--- src/rtl/countdown_pkg.sv ---
`default_nettype none
// ============================================================================
//  Module      : countdown_pkg
//  Description : Shared state encodings for the countdown timer.
//  Revision    : 1.0
// ============================================================================
package countdown_pkg;

    typedef enum logic [0:0] {
        ST_IDLE = 1'b0,
        ST_RUN  = 1'b1
    } cd_state_e;

endpackage : countdown_pkg
`default_nettype wire

--- src/rtl/countdown.sv ---
`default_nettype none
// ============================================================================
//  Module      : countdown
//  Description : Loadable down-counter with auto-reload and expiry pulse.
//  Revision    : 1.0
// ============================================================================
module countdown
    import countdown_pkg::*;
#(
    parameter int WIDTH = 4
) (
    input  logic             clk_i,
    input  logic             rst_i,
    input  logic             load_i,
    input  logic [WIDTH-1:0] load_val_i,
    input  logic             en_i,
    input  logic             reload_i,
    input  logic             stop_i,
    output logic [WIDTH-1:0] count_o,
    output logic             busy_o,
    output logic             expire_o
);

    localparam logic [WIDTH-1:0] C_ZERO = '0;
    localparam logic [WIDTH-1:0] C_ONE  = WIDTH'(1);

    cd_state_e        state_q,  state_d;
    logic [WIDTH-1:0] count_q,  count_d;
    logic [WIDTH-1:0] reload_q, reload_d;
    logic             expire_q, expire_d;

    always_ff @(posedge clk_i or posedge rst_i) begin
        if (rst_i) begin
            state_q  <= ST_IDLE;
            count_q  <= C_ZERO;
            reload_q <= C_ZERO;
            expire_q <= 1'b0;
        end else begin
            state_q  <= state_d;
            count_q  <= count_d;
            reload_q <= reload_d;
            expire_q <= expire_d;
        end
    end

    // Priority: load, then stop, then counting; expiry is only ever a one-cycle pulse.
    always_comb begin
        state_d  = state_q;
        count_d  = count_q;
        reload_d = reload_q;
        expire_d = 1'b0;

        if (load_i) begin
            count_d  = load_val_i;
            reload_d = load_val_i;
            state_d  = (load_val_i != C_ZERO) ? ST_RUN : ST_IDLE;
        end else if (stop_i) begin
            count_d = C_ZERO;
            state_d = ST_IDLE;
        end else if (state_q == ST_RUN && en_i) begin
            if (count_q > C_ONE) begin
                count_d = count_q - C_ONE;
            end else if (count_q == C_ONE) begin
                expire_d = 1'b1;
                if (reload_i) begin
                    count_d = reload_q;
                end else begin
                    count_d = C_ZERO;
                    state_d = ST_IDLE;
                end
            end else begin
                // Zero count in RUN is unreachable; fall back to IDLE rather than wrap.
                state_d = ST_IDLE;
            end
        end
    end

    assign count_o  = count_q;
    assign busy_o   = (state_q == ST_RUN);
    assign expire_o = expire_q;

endmodule : countdown
`default_nettype wire
--- config.mk ---
export PLATFORM = sky130hd
export DESIGN_NAME = countdown
export DESIGN_NICKNAME = d
export VERILOG_FILES = /design/src/rtl/countdown_pkg.sv /design/src/rtl/countdown.sv
export SDC_FILE = /design/constraint.sdc
export NUM_CORES = 1
export LEC_CHECK = 0
export ABC_CLOCK_PERIOD_IN_PS = 1400
export BUFFER_PORTS_ARGS = -buffer_cell sky130_fd_sc_hd__clkbuf_2
export CAP_MARGIN = 40
export CORE_AREA = 2 2 40 42
export CTS_CLUSTER_SIZE = 8
export DETAILED_ROUTE_END_ITERATION = 6
export DIE_AREA = 0 0 42 44
export GPL_TIMING_DRIVEN = 1
export PLACE_DENSITY = 0.74
export REMOVE_ABC_BUFFERS = 1
export SLEW_MARGIN = 40
export SYNTH_ARGS = -nofsm -noshare
export SYNTH_HDL_FRONTEND = slang
export SYNTH_SLANG_ARGS = --single-unit
--- constraint.sdc ---
create_clock -name clk_i -period 1.4 [get_ports clk_i]
set_input_delay 0.28 -clock clk_i [delete_from_list [all_inputs] [get_ports clk_i]]
set_output_delay 0.28 -clock clk_i [all_outputs]
set_load 0.03 [all_outputs]
# [Word-level counts from Yosys, hierarchy flattened]
# Index checks and enable logic that the tools add are counted.
[word_totals] ff_bits=10 latchBits=0 ram_bits=0 rom_bits=0 input_bits=10 out_inout_bits=6 wordCells=33 mem_count=0
[classes] add_sub_neg=1 n_mul=0 div_mod_pow=0 order_cmp=1 n_eq_ne=3 shifts=0 mux=18 bitwise=0 reduce_logical=6
[op_table] op="$mux 4" count=6
[op_table] op="$mux 1" count=12
[op_table] op="$reduce_bool 4->1" count=2
[op_table] op="$eq 4x1->1 const B" count=1
[op_table] op="$gt 4x1->1 const B" count=1
[op_table] op="$ne 4x4->1 const B" count=1
[op_table] op="$sub 4x1->4 const B" count=1
[op_table] op="$ne 3x3->1 const B" count=1
[op_table] op="$reduce_and 3->1" count=1
[op_table] op="$reduce_bool 3->1" count=1
[op_table] op="$reduce_and 2->1" count=1
[op_table] op="$logic_and 1x1->1" count=1

# [Depth between registers and ports, before layout]
# Gate-level depths: netlist (run 1).
[depth] depth_word=6 depth_mapped=6 ltp_nobuf=6

# [Least setup slack after synthesis (run 1)]
# Ideal clock, no wire load.
[synth_timing] path_type="reg-to-reg" from="reg count_q[0] (netlist: count_o[0])" to="reg count_q[1] (netlist: count_o[1])" setup_ns=0.121 arrival_time_ns=1.459 required_time_ns=1.279 setup_slack_ns=-0.180 stages_incl_launch_ff=7 n_path_buf=0 synth_period_minus_slack_ns=1.580 path_cell_list="dfrtp_1 -> inv_1 -> ha_1 -> nor2b_2 -> a21oi_2 -> o211a_1 -> o21ai_1"
[synth_between] elab_chain_cells=5 elab_cells_between_ends=9 classes_between="add/sub (1); order compare (1); eq/ne (1); mux (4); reduce/logical (2)"
[synth_lines] item="start, declared" line="countdown.sv:28" source="logic [WIDTH-1:0] count_q, count_d;"
[synth_lines] item="start signal, assigned" line="countdown.sv:40" source="count_q <= count_d;"
[synth_lines] item="$sub 4x1->4 / $gt 4x1->1 (equally long branches)" line="countdown.sv:62, countdown.sv:61"
[synth_lines] item="$mux 4" line="countdown.sv:61" source="if (count_q > C_ONE) begin"
[synth_lines] item="$mux 4" line="countdown.sv:60" source="end else if (state_q == ST_RUN && en_i) begin"
[synth_lines] item="$mux 4" line="countdown.sv:57" source="end else if (stop_i) begin"
[synth_lines] item="$mux 4" line="countdown.sv:53" source="if (load_i) begin"
# Parallel ways exist; a longest one is shown, timed or not. The select of a mux whose other input is x is not followed.
# A chain may end at the register's enable or synchronous reset.

# [Final worst setup path (run 1)]
[layout_timing] from="reg count_q[0] (netlist: count_o[0])" to="out count_o[0]"
[layout_rtl] item="end, declared" line="countdown.sv:19" source="output logic [WIDTH-1:0] count_o,"
# No word-level cell between the ends.

==> results of run 1 <==
-- through the flow --
step / cell area, um^2 / util (%)
6_report: 821 / 57.8
5_1_grt: 821 / 57.8
4_1_cts: 774 / 54.6
3_5_place_dp: 697 / 49.1
3_3_place_gp: 697 / 49.1
2_1_floorplan: 572 / -
-- layout make-up --
class | instances | area share (%)
Clock buffer | 3 | 2.74
Tap cell | 16 | 2.44
Multi-Input combinational cell | 47 | 43.1
Sequential cell | 10 | 30.5
Inverter | 7 | 3.20
Timing Repair Buffer | 23 | 18.0
-- state kept, by name (all words and copies together) (netlist names) --
name and count:
busy_o 1, reload_q 4, count_o 4, expire_o 1
-- worst min-delay path: stages --
cell,delay (ns)
sky130_fd_sc_hd__clkbuf_2,0.09
sky130_fd_sc_hd__nand2_1,0.06
sky130_fd_sc_hd__o21ai_0,0.07
-- Yosys cell counts --
| cell | count |
|---|---|
| sky130_fd_sc_hd__inv_1 | 7 |
| sky130_fd_sc_hd__o21ai_1 | 5 |
| sky130_fd_sc_hd__o211a_1 | 1 |
| sky130_fd_sc_hd__o21a_1 | 1 |
| sky130_fd_sc_hd__o2111ai_1 | 1 |
| sky130_fd_sc_hd__dfrtp_1 | 10 |
| sky130_fd_sc_hd__ha_1 | 2 |
| sky130_fd_sc_hd__nor2_1 | 1 |
| sky130_fd_sc_hd__o41ai_1 | 2 |
| sky130_fd_sc_hd__nor2b_1 | 2 |
| sky130_fd_sc_hd__a21oi_2 | 1 |
| sky130_fd_sc_hd__o21ai_0 | 4 |
| sky130_fd_sc_hd__nand3_1 | 5 |
| sky130_fd_sc_hd__nand2b_1 | 1 |
| sky130_fd_sc_hd__o211ai_1 | 2 |
| sky130_fd_sc_hd__nor2_2 | 1 |
| sky130_fd_sc_hd__nand4_1 | 1 |
| sky130_fd_sc_hd__and3_1 | 1 |
| sky130_fd_sc_hd__nor3_1 | 1 |
| sky130_fd_sc_hd__mux2i_1 | 1 |
| sky130_fd_sc_hd__a31oi_1 | 2 |
| sky130_fd_sc_hd__or4_1 | 1 |
| sky130_fd_sc_hd__nand2_1 | 8 |
| sky130_fd_sc_hd__nor2b_2 | 1 |
| sky130_fd_sc_hd__nor2_4 | 1 |
| sky130_fd_sc_hd__clkbuf_1 | 1 |
| sky130_fd_sc_hd__nand2_2 | 1 |
-- cells in the final DEF, fill, tap and decap left out, drive strengths merged, types with 2 or more instances in the layout --
master   n
a31oi    2
buf      8
clkbuf  17
dfrtp   10
ha       2
inv      7
nand2    9
nand3    5
nor2     3
nor2b    3
o211ai   2
o21ai    9
o41ai    2
-- kinds of logic (layout without fill, tap and decap cells) --
| family | Yosys count | in the layout | synth area share [%] |
|---|---|---|---|
| AOI/OAI and AO/OA | 19 | 19 | 21.7 |
| adders and majority gates | 2 | 2 | 4.35 |
| buffers and inverters | 8 | 33 | 5.22 |
| DFF | 10 | 10 | 43.5 |
| muxes | 1 | 1 | 1.74 |
| and+or+nand+nor | 25 | 25 | 23.5 |
-- power groups by stage --
| stage | Combinational [mW] | Clock [mW] | Sequential, mW |
|---|---|---|---|
| 4_1_cts | 0.249 | 0.193 | 0.336 |
| 3_3_place_gp | 0.206 | 0 | 0.340 |
| 2_1_floorplan | 0.102 | 0 | 0.369 |
| 6_report | 0.287 | 0.193 | 0.339 |
| 3_5_place_dp | 0.209 | 0 | 0.343 |
| 5_1_grt | 0.314 | 0.212 | 0.342 |
-- final timing paths --
kind | slack (ns) | end | cells past startpoint
max | 0.02 | count_o[0] | 3
min | 0.27 | reload_q[3] | 3
max reg2reg | 0.03 | count_o[3] | 4
min reg2reg | 0.52 | reload_q[2] | 2
max in group asynchronous | 0.57 | count_o[1] | 3
min in group asynchronous | 0.54 | count_o[3] | 3
-- repair_timing --
item	CTS	global route
hold buffers	1	0
hold endpoints to repair	10	0
endpoints found under the setup margin	3	5
resized for setup	4	13
pin swaps	2	7
buffers inserted	3	0
-- metal layers --
layer  global-route usage, %  routed length (um)  vias to the layer above
met5                       0                   0                        -
met1                    23.1                 617                      269
met4                    5.81                  28                        0
met2                    35.9                 869                       34
met3                    4.17                 107                        4
li1                        -                   -                      282
==> results summary, run 1 <==
The clock network power share came out at 23.5%. Once detail routing completed, the nets flagged for antenna violations numbered 0. The per-cell via count in the routed design came out at 5.56. The multi-input gate area in the final layout came out at 354 um^2. The flow ran to the end, and the final reports show no timing, DRC or antenna violations. In the final layout, flip-flops and latches occupy 250 um^2.

The largest total area in the synthesized netlist belongs to sky130_fd_sc_hd__dfrtp_1. The initial standard-cell utilization of the core came out at 40.6%. The transition time at the pin with the least slew margin came out at 0.391 ns.

The number of search-and-repair iterations in the first detailed-routing pass came out at 4. The synthesis warning total came out at 0. The post-synthesis average cell area came out at 8.85 um^2.

The switching share of power is 33.8%. Counting both buffers and inverters, the worst setup path holds a total of 3. The total of endpoints with negative setup slack in the final report came out at 0. The half-perimeter wire length after placement came out at 1.07 mm. The clock reaches the later pin of the worst-skew pair after 0.26 ns. The longest clock path from root to sink contains 2 buffers.

Across the run, the number of max-cap violations was 0. STA classifies the critical path startpoint as a flop. The count of placed standard cells including taps came out at 99.

The number of antenna violations at the first check in global routing came to 0. The post-route clock skew is 0.00884 ns. The die footprint is 1850 um^2. The routed length per placed instance came out at 15.3 um. The final max-slew violation count came out at 0.

The endpoint arrival time on the critical path is 1.10 ns. The CTS H-tree depth came out at 1. The library cell appearing most often on the critical path is sky130_fd_sc_hd__buf_4.

The leftover overflow at the end of global routing came out at 0. The maximum clock rate came out at 0.723 GHz. The placement row count is 14. The startpoint identified for the worst register-to-register timing path is count_o[0].

After synthesis the cells add up to 576 um^2. The total leakage power came out at 0.390 nW. The non-filler instance count after layout is 106. The via count of the first global-routing pass came out at 570.

The count of cell types in the netlist came out at 27. Wires add up to 1.62 mm. Setup repair after global routing could not meet its margin everywhere. The master cell of the clock root buffer is sky130_fd_sc_hd__clkbuf_4. The count of routing violations after the opening detailed-route iteration came out at 12. The count of antenna diodes in the layout is 0. Measured against its own limit, the worst slew margin works out to 73.9%.

The number of hold violations in the final report came out at 0. The cell family contributing the most delay on the critical path is buffers and inverters. Total power for the finished layout comes to 0.819 mW. STA classifies the critical path endpoint as an output pin. The largest driver fanout on the critical path is 3. The min-delay analysis places its worst path in the category input port to flop. The first global-routing pass estimated 2.68 mm of wire. The worst stage delay on the critical path came out at 0.41 ns. The fraction of final layout cells sized beyond drive strength 1 came out at 42.2%.

The height of the chip came out at 44 um. The clock tree from TritonCTS is done. For this run, the post-layout net count is 104.

The worst setup path is of the flop to output pin kind. The share of the synthesized area in the top cell type came out at 43.5%. Dividing the final minimum period by the clock period gives 98.7%. For this run, design rule violations remaining after detail routing come to 0. The clock transition at the registers of the reported paths came out at 0.07 ns.

The total global routing track utilization came out at 19.6%. Measured along the x axis, the die boundary spans 42 um. Across the VDD grid, the largest voltage drop is 0.596 mV.

From synthesis to final layout, the design area changed by 42.6%. The filler cells instantiated in the layout total 133. Entering global routing, the biggest net connects 12 pins. Buffers placed on the I/O ports in this run total 15. The overall via count from detail_route is 589. Among all stages on the critical path, the largest delay is contributed by sky130_fd_sc_hd__dfrtp_1.

The worst hold path begins at load_val_i[3]. The placeable core region is 1420 um^2. The clock buffer count from CTS came out at 3. At the worst endpoint, the required time is 1.12 ns. The cell count after synthesis came out at 65. The share of synthesized area occupied by flip-flops and latches came out at 43.5%. Counting I/O delays and the setup requirement, the final critical path takes 1.38 ns. The power density of the placed cells came out at 997 nW/um^2. The switching power summed over all nets came out at 0.277 mW. After synthesis the netlist holds a flip-flop and latch count of 10.

The aggregate negative setup slack is 0 ns. Ranked by total cell area, the synthesized netlist is headed by sky130_fd_sc_hd__dfrtp_1 43%, sky130_fd_sc_hd__nand2_1 5.2%, sky130_fd_sc_hd__inv_1 4.6%. The final weighted congestion in routability-driven placement came out at 0.900. The power share of the sequential group came out at 41.4%. The post-place setup slack came out at -0.0545 ns. The signal on the critical path passes through buf_4 > buf_4 > buf_4. For this design the top-level I/O count stands at 16.

After layout, the worst setup slack is 0.0178 ns. The worst slack on hold paths is 0.268 ns. The number of clock sinks is 10. The timing startpoint of the critical path is count_o[0]. The share of power burned in combinational logic came out at 35.1%.

The internal cell power came out at 0.542 mW.
Power figures use the tool's default switching activity.
==> inputs of run 2 (changes only) <==
Settings changed: ABC_CLOCK_PERIOD_IN_PS 1400 to 1300, CORE_AREA 2 2 40 42 to 2 2 39 41, DIE_AREA 0 0 42 44 to 0 0 41 43.
Clock period 1.4 ns to 1.3 ns, I/O delays scaled along.
==> run 2 against run 1 <==
The run now ends with negative setup slack left. Routed wire length is 1.8% higher. Count of clock-buffer cells in the layout unchanged. Critical path depth up 1. Hold slack got worse by 0.037 ns. Worst setup slack got worse by 0.10 ns. Largest cell class unchanged.
==> results summary, run 2 (same netlist as run 1, synthesis figures left out) <==
The sum of met2 wire segment lengths after detailed routing is 894 um (was 869 um). The count of max-cap constraint violations came to 0 (unchanged). The count of antenna diodes in the layout came out at 0 (unchanged). The final-stage net count came to 106 (was 104).

The total leakage power came out at 0.407 nW (was 0.390 nW). The highest ir drop seen on vdd was 0.454 mV (was 0.596 mV). The overall via count from detail_route came out at 611 (was 589).

The die footprint is 1760 um^2 (was 1850 um^2). The post-route clock skew was 0.00258 ns (was 0.00884 ns). The power density of the placed cells is 1050 nW/um^2 (was 997 nW/um^2). The number of hold violations in the final report is 0 (unchanged). The routed wire length came out at 1.65 mm (was 1.62 mm).

Unrepaired setup endpoints after global routing: yes (unchanged). The leftover overflow at the end of global routing is 0 (unchanged). The normalized max-slew margin was 73.4% (was 73.9%). The non-filler instance count after layout was 108 (was 106). The period utilization is 106%.

Status: complete, but fails checks (was finished clean). The kind of capture point of the worst setup path is a flop (was output pin). The count of placed standard cells including taps was 102 (was 99). The worst setup path endpoint was count_o[3] (was count_o[0]). The clock tree from TritonCTS is done (unchanged). The commonest non-fill, non-tap cell in the layout is sky130_fd_sc_hd__clkbuf_2 (unchanged). The transition time at the pin with the least slew margin is 0.398 ns (was 0.391 ns). The number of DRC violations after detailed routing was 0 (unchanged). The worst flop-to-flop path endpoint is count_o[3] (unchanged). The timing startpoint of the critical path is count_o[0] (unchanged). The horizontal extent of the die is 41 um (was 42 um). The placement row count is 14 (unchanged). The number of clock sinks came to 10 (unchanged).

The cell depth of the worst hold path came to 3 (unchanged). The post-route core utilization is 61.3% (was 57.8%). The critical path class is flop to flop (was flop to output pin).

The half-perimeter wire length after placement came out at 1.07 mm (about the same). The master cell of the clock root buffer is sky130_fd_sc_hd__clkbuf_4 (unchanged). The per-cell via count in the routed design was 5.66 (was 5.56). The number of port buffers came out at 15 (unchanged). The highest metal layer with signal wires is met4 (unchanged). The via count of the first global-routing pass is 609 (was 570). The synthesis-to-layout area growth came out at 47.4% (was 42.6%). The CTS H-tree depth is 1 (unchanged).

The number of routed nets with antenna violations came to 0 (unchanged). The worst-case register-to-register setup slack was -0.08 ns (was 0.03 ns). For the finished layout, the period the worst path requires is 1.38 ns. The clock transition at the registers of the reported paths came out at 0.06 ns (was 0.07 ns).

The checks that failed: negative setup slack. The beginning of the worst register-to-register path is count_o[0] (unchanged). The largest net degree at the start of global routing came out at 12 (unchanged). The fraction of final layout cells sized beyond drive strength 1 came out at 46.7% (was 42.2%). The largest driver fanout on the critical path came out at 5 (was 3). Leading cell types in the layout, fill and taps excluded: 15 x sky130_fd_sc_hd__clkbuf_2, 9 x sky130_fd_sc_hd__dfrtp_1, 8 x sky130_fd_sc_hd__nand2_1 (was 14 x sky130_fd_sc_hd__clkbuf_2, 10 x sky130_fd_sc_hd__dfrtp_1, 8 x sky130_fd_sc_hd__nand2_1). The final weighted congestion in routability-driven placement is 0.798 (was 0.900). The maximum number of buffers from clock root to sink is 2 (unchanged).

The worst slack on hold paths is 0.231 ns (was 0.268 ns). The placeable core region is 1380 um^2 (was 1420 um^2). The initial standard-cell utilization of the core was 41.6% (was 40.6%). The number of placed I/O pins was 16 (unchanged). The final max-slew violation count came to 0 (unchanged).

The clock buffer count from CTS came to 3 (unchanged). The worst-skew pair later-pin latency is 0.26 ns (about the same). The total global routing track utilization is 21.8% (was 19.6%).

The post-place setup slack came out at -0.145 ns (was -0.0545 ns). The path class of the lowest-slack min-delay path was input port to flop (unchanged). The endpoint arrival time on the critical path was 1.53 ns (was 1.10 ns). The kind of start point of the critical path was a flop (unchanged). The final worst slack came out at -0.0827 ns (was 0.0178 ns).

The number of fill cells is 124 (was 133). The logic depth of the worst register-to-register path was 4 (unchanged). The total of endpoints with negative setup slack in the final report came to 3 (was 0). The routed length per placed instance is 15.3 um (about the same). The number of antenna violations at the first check in global routing is 0 (unchanged).

The height of the chip is 43 um (was 44 um). The number of search-and-repair iterations in the first detailed-routing pass came to 4 (unchanged). The wire length of the first global-routing pass is 2.52 mm (was 2.68 mm). The data required time at the worst endpoint came to 1.44 ns (was 1.12 ns). For this run, the top clock speed supported by timing is 0.723 GHz. The met3 wire length was 62 um (was 107 um). The count of routing violations after the opening detailed-route iteration is 11 (was 12). The met1 layer wirelength in the final routing came to 670 um (was 617 um).
-- run 2: cell count changes in the layout (fill, tap and decap cells not counted), sizes merged --
cell	before	now
buf	8	9
clkbuf	17	18
-- run 2: metal layers --
layer  up-vias  global-route usage [%]
li1        286                       -
met1       296                    24.7
met2        25                    35.6
met3         4                    3.66
met4         0                    13.3
met5         -                       0
-- run 2: report_power, final --
| part | leakage, nW | total (mW) | internal [mW] | switching (mW) |
|---|---|---|---|---|
| combinational | 0.271 | 0.319 | 0.148 | 0.171 |
| clock | 0.0138 | 0.203 | 0.107 | 0.0964 |
| sequential | 0.123 | 0.369 | 0.338 | 0.0308 |
-- run 2: timing repair --
| item | 4_1_cts | 5_1_grt |
|---|---|---|
| hold endpoints to repair | 10 | 0 |
| setup buffers | 2 | 0 |
| resized for setup | 13 | 5 |
| pin swaps | 7 | 7 |
| setup endpoints to repair | 5 | 5 |
| hold buffers | 1 | 0 |
-- run 2: final cells by class --
type	count	area [um^2]	area share [%]
Tap cell	16	20.0	2.36
Clock buffer	3	22.5	2.65
Timing Repair Buffer	25	160	18.9
Sequential cell	10	251	29.6
Multi-Input combinational cell	47	368	43.4
Inverter	7	26.3	3.10
-- run 2: stage by stage --
| stage | TNS [ns] | power (mW) | area (um^2) |
|---|---|---|---|
| after floorplan | -0.977 | 0.507 | 572 |
| after global placement | -0.300 | 0.602 | 719 |
| after detailed placement | -0.383 | 0.608 | 719 |
| after CTS | -0.0807 | 0.886 | 827 |
| after global routing | -0.346 | 0.944 | 848 |
| final | -0.115 | 0.892 | 848 |
-- run 2: critical path, cell delays in order, from the launching register on --
cell,delay [ns]
sky130_fd_sc_hd__dfrtp_2,0.45
sky130_fd_sc_hd__buf_6,0.14
sky130_fd_sc_hd__or4_4,0.51
sky130_fd_sc_hd__nand3_2,0.10
sky130_fd_sc_hd__nand3_2,0.07
-- run 2: how the worst min path moves through the flow --
| stage | from | end | slack [ns] |
|---|---|---|---|
| floorplan | rst_i | busy_o | 0.10 |
| global placement | rst_i | busy_o | 0.23 |
| detailed placement | rst_i | count_o[2] | 0.24 |
| CTS | load_val_i[0] | busy_o | 0.23 |
| global route | load_val_i[0] | busy_o | 0.24 |
| finish | load_val_i[0] | busy_o | 0.23 |
==> inputs of run 3 (changes only) <==
Settings changed: ABC_CLOCK_PERIOD_IN_PS 1300 to 1150, CORE_AREA 2 2 39 41 to 2 2 40 42, DIE_AREA 0 0 41 43 to 0 0 42 44.
Clock period 1.3 ns to 1.15 ns, I/O delays scaled along.
==> run 3 against run 2 <==
The flow still finishes with violations (negative setup slack). Final cell count grew 6.5%. First-iteration DRC count grew 36%. Final area is 10% higher. Combinational power rose by 31%. Fmax rose by 3.3%. Clock skew is 0.0050 ns higher. Routed wire length is 2.2% higher. Clock power increased by 20%. Die area grew 4.8%. Global-route usage is 0.67 points higher. Critical endpoint unchanged.
==> results summary, run 3 (same netlist as run 1, synthesis figures left out) <==
Status: complete, but fails checks (unchanged). Violated checks: negative setup slack (unchanged). The data required time at the worst endpoint came out at 1.29 ns (was 1.44 ns). The post-place setup slack came to -0.284 ns (was -0.145 ns).

The clock transition at the registers of the reported paths came to 0.07 ns (was 0.06 ns). The routed wire length is 1.69 mm (was 1.65 mm). The power density of the placed cells is 1150 nW/um^2 (was 1050 nW/um^2). The number of hold violations in the final report is 0 (unchanged). The master cell of the clock root buffer is sky130_fd_sc_hd__clkbuf_4 (unchanged). The number of antenna violations at the first check in global routing is 0 (unchanged).

The number of search-and-repair iterations in the first detailed-routing pass is 4 (unchanged). The library cell appearing most often on the critical path was sky130_fd_sc_hd__nand3_1 (was sky130_fd_sc_hd__nand3_2). The post-layout minimum cycle time came out at 1.34 ns (was 1.38 ns). The count of placed standard cells including taps is 109 (was 102). The worst flop-to-flop path endpoint is count_o[3] (unchanged). The placeable core region came out at 1420 um^2 (was 1380 um^2).

The met3 track utilization from global routing came out at 7.92% (was 3.66%). The total of endpoints with negative setup slack in the final report came out at 9 (was 3). The half-perimeter wire length after placement came out at 1.16 mm (was 1.07 mm). The count of max-cap constraint violations is 0 (unchanged).

The number of port buffers is 15 (unchanged). The endpoint arrival time on the critical path came to 1.48 ns (was 1.53 ns). Ordered cell list for the critical path: buf_6 > or4_1 > nand3_1 > nand3_1 (was buf_6 > or4_4 > nand3_2 > nand3_2).

The worst slack on hold paths came out at 0.202 ns (was 0.231 ns). The non-filler instance count after layout came to 115 (was 108). Leading cell types in the layout, fill and taps excluded: 11 x sky130_fd_sc_hd__buf_4, 10 x sky130_fd_sc_hd__clkbuf_2, 8 x sky130_fd_sc_hd__nand2_1, 8 x sky130_fd_sc_hd__dfrtp_1 (was 15 x sky130_fd_sc_hd__clkbuf_2, 9 x sky130_fd_sc_hd__dfrtp_1, 8 x sky130_fd_sc_hd__nand2_1). The slowest stage cell on the critical path is sky130_fd_sc_hd__or4_1 (was sky130_fd_sc_hd__or4_4).

The final max-slew violation count is 0 (unchanged). The fraction of final layout cells sized beyond drive strength 1 came out at 47.5% (was 46.7%). The critical path class is flop to flop (unchanged). The cell depth of the worst hold path came out at 3 (unchanged). The commonest non-fill, non-tap cell in the layout is sky130_fd_sc_hd__buf_4 (was sky130_fd_sc_hd__clkbuf_2). The number of fill cells was 101 (was 124). The worst-skew pair later-pin latency is 0.27 ns (was 0.26 ns). The sink of the worst hold path is busy_o (unchanged). The largest net degree at the start of global routing came out at 11 (was 12). The kind of capture point of the worst setup path is a flop (unchanged). The clock tree from TritonCTS was done (unchanged).

The synthesis-to-layout area growth is 62.6% (was 47.4%). The via count of the first global-routing pass is 698 (was 609). The post-route clock skew was 0.00762 ns (was 0.00258 ns). The number of clock sinks came out at 10 (unchanged). The worst-case register-to-register setup slack came out at -0.19 ns (was -0.08 ns). The count of antenna diodes in the layout is 0 (unchanged). The period utilization is 116% (was 106%).

The final-stage net count is 113 (was 106). The number of routed nets with antenna violations is 0 (unchanged). The total cell area at the placement stage came to 772 um^2 (was 719 um^2). The worst stage delay on the critical path was 0.49 ns (was 0.51 ns). The height of the chip is 44 um (was 43 um). The wire length of the first global-routing pass is 3.01 mm (was 2.52 mm). The total global routing track utilization is 22.5% (was 21.8%).

The post-route core utilization was 66.0% (was 61.3%). The total leakage power came out at 0.442 nW (was 0.407 nW). The overall via count from detail_route is 645 (was 611). The per-cell via count in the routed design is 5.61 (was 5.66).

The cell area after layout is 936 um^2 (was 848 um^2). The initial standard-cell utilization of the core is 40.6% (was 41.6%). The final worst slack came to -0.188 ns (was -0.0827 ns). The sum of internal, switching and leakage power came to 1.08 mW (was 0.892 mW).

The largest driver fanout on the critical path is 4 (was 5). The path class of the lowest-slack min-delay path was input port to flop (unchanged). The count of routing violations after the opening detailed-route iteration came out at 15 (was 11).

The routing usage on met2 is 38.1% (was 35.6%). The final weighted congestion in routability-driven placement came to 0.891 (was 0.798). The clock buffer count from CTS is 3 (unchanged).

The number of DRC violations after detailed routing came out at 0 (unchanged). The transition time at the pin with the least slew margin came out at 0.400 ns (was 0.398 ns). The horizontal extent of the die came to 42 um (was 41 um).

The CTS H-tree depth came out at 1 (unchanged). The logic depth of the worst register-to-register path is 4 (unchanged). The aggregate negative setup slack came out at -0.785 ns (was -0.115 ns). The global routing's busiest layer is met2 (unchanged). The beginning of the worst register-to-register path was count_o[1] (was count_o[0]). The number of placed I/O pins is 16 (unchanged). The normalized max-slew margin is 73.3% (was 73.4%). The leftover overflow at the end of global routing is 0 (unchanged). The routed length per placed instance is 14.7 um (was 15.3 um).

The maximum number of buffers from clock root to sink came to 2 (unchanged). The highest ir drop seen on vdd was 0.788 mV (was 0.454 mV). The met1 track demand over resource came out at 23.4% (was 24.7%). The maximum clock rate came to 0.747 GHz (was 0.723 GHz).

Unrepaired setup endpoints after global routing: yes (unchanged). The die footprint is 1850 um^2 (was 1760 um^2). The placement row count came to 14 (unchanged). The kind of start point of the critical path was a flop (unchanged). The beginning of the worst hold path is load_val_i[0] (unchanged).
run 3: changes by cell type in the layout (fill, tap and decap cells not counted), moves of 3 or more:
cell,previous run,this run
sky130_fd_sc_hd__clkbuf_2,15,10
sky130_fd_sc_hd__buf_6,2,6
sky130_fd_sc_hd__buf_4,7,11
sky130_fd_sc_hd__buf_8,0,3
run 3: timing repair:
item,in CTS,in global routing
hold buffers,1,0
setup buffers,2,0
pin swaps,15,3
endpoints found under the hold margin,10,0
resized for setup,25,7
endpoints found under the setup margin,11,10
run 3: area by class of cell:
class | instances | area [um^2] | share of cell area, %
Sequential cell | 10 | 253 | 27.0
Multi-Input combinational cell | 47 | 345 | 36.9
Tap cell | 16 | 20.0 | 2.14
Inverter | 7 | 26.3 | 2.81
Clock buffer | 3 | 22.5 | 2.41
Timing Repair Buffer | 32 | 269 | 28.7
run 3: worst max-delay path, delay by kind of cell (launching register included):
kind	cells	cell delay, ns
simple gates	3	0.67
flops	1	0.41
buf+inv	1	0.14
run 3: worst max-delay path by stage:
stage                     from    endpoint  slack, ns  depth (start not counted)
floorplan           count_o[0]  count_o[1]      -0.43                          6
global placement    count_o[0]  count_o[1]      -0.20                          6
detailed placement  count_o[1]  count_o[1]      -0.28                          6
CTS                 count_o[1]  count_o[3]      -0.17                          4
global route        count_o[0]  count_o[3]      -0.28                          7
finish              count_o[1]  count_o[3]      -0.19                          4
run 3: power by group:
part	switching [mW]	leakage, nW	internal, mW
combinational	0.199	0.307	0.217
clock	0.123	0.0138	0.121
sequential	0.0342	0.121	0.383
total	0.357	0.442	0.721
run 3: metal layers:
metal / vias up / part of all wire, %
li1: 302 / -
met1: 301 / 38
met2: 28 / 52
met5: - / 0
met4: 0 / 4.6
met3: 14 / 5.0
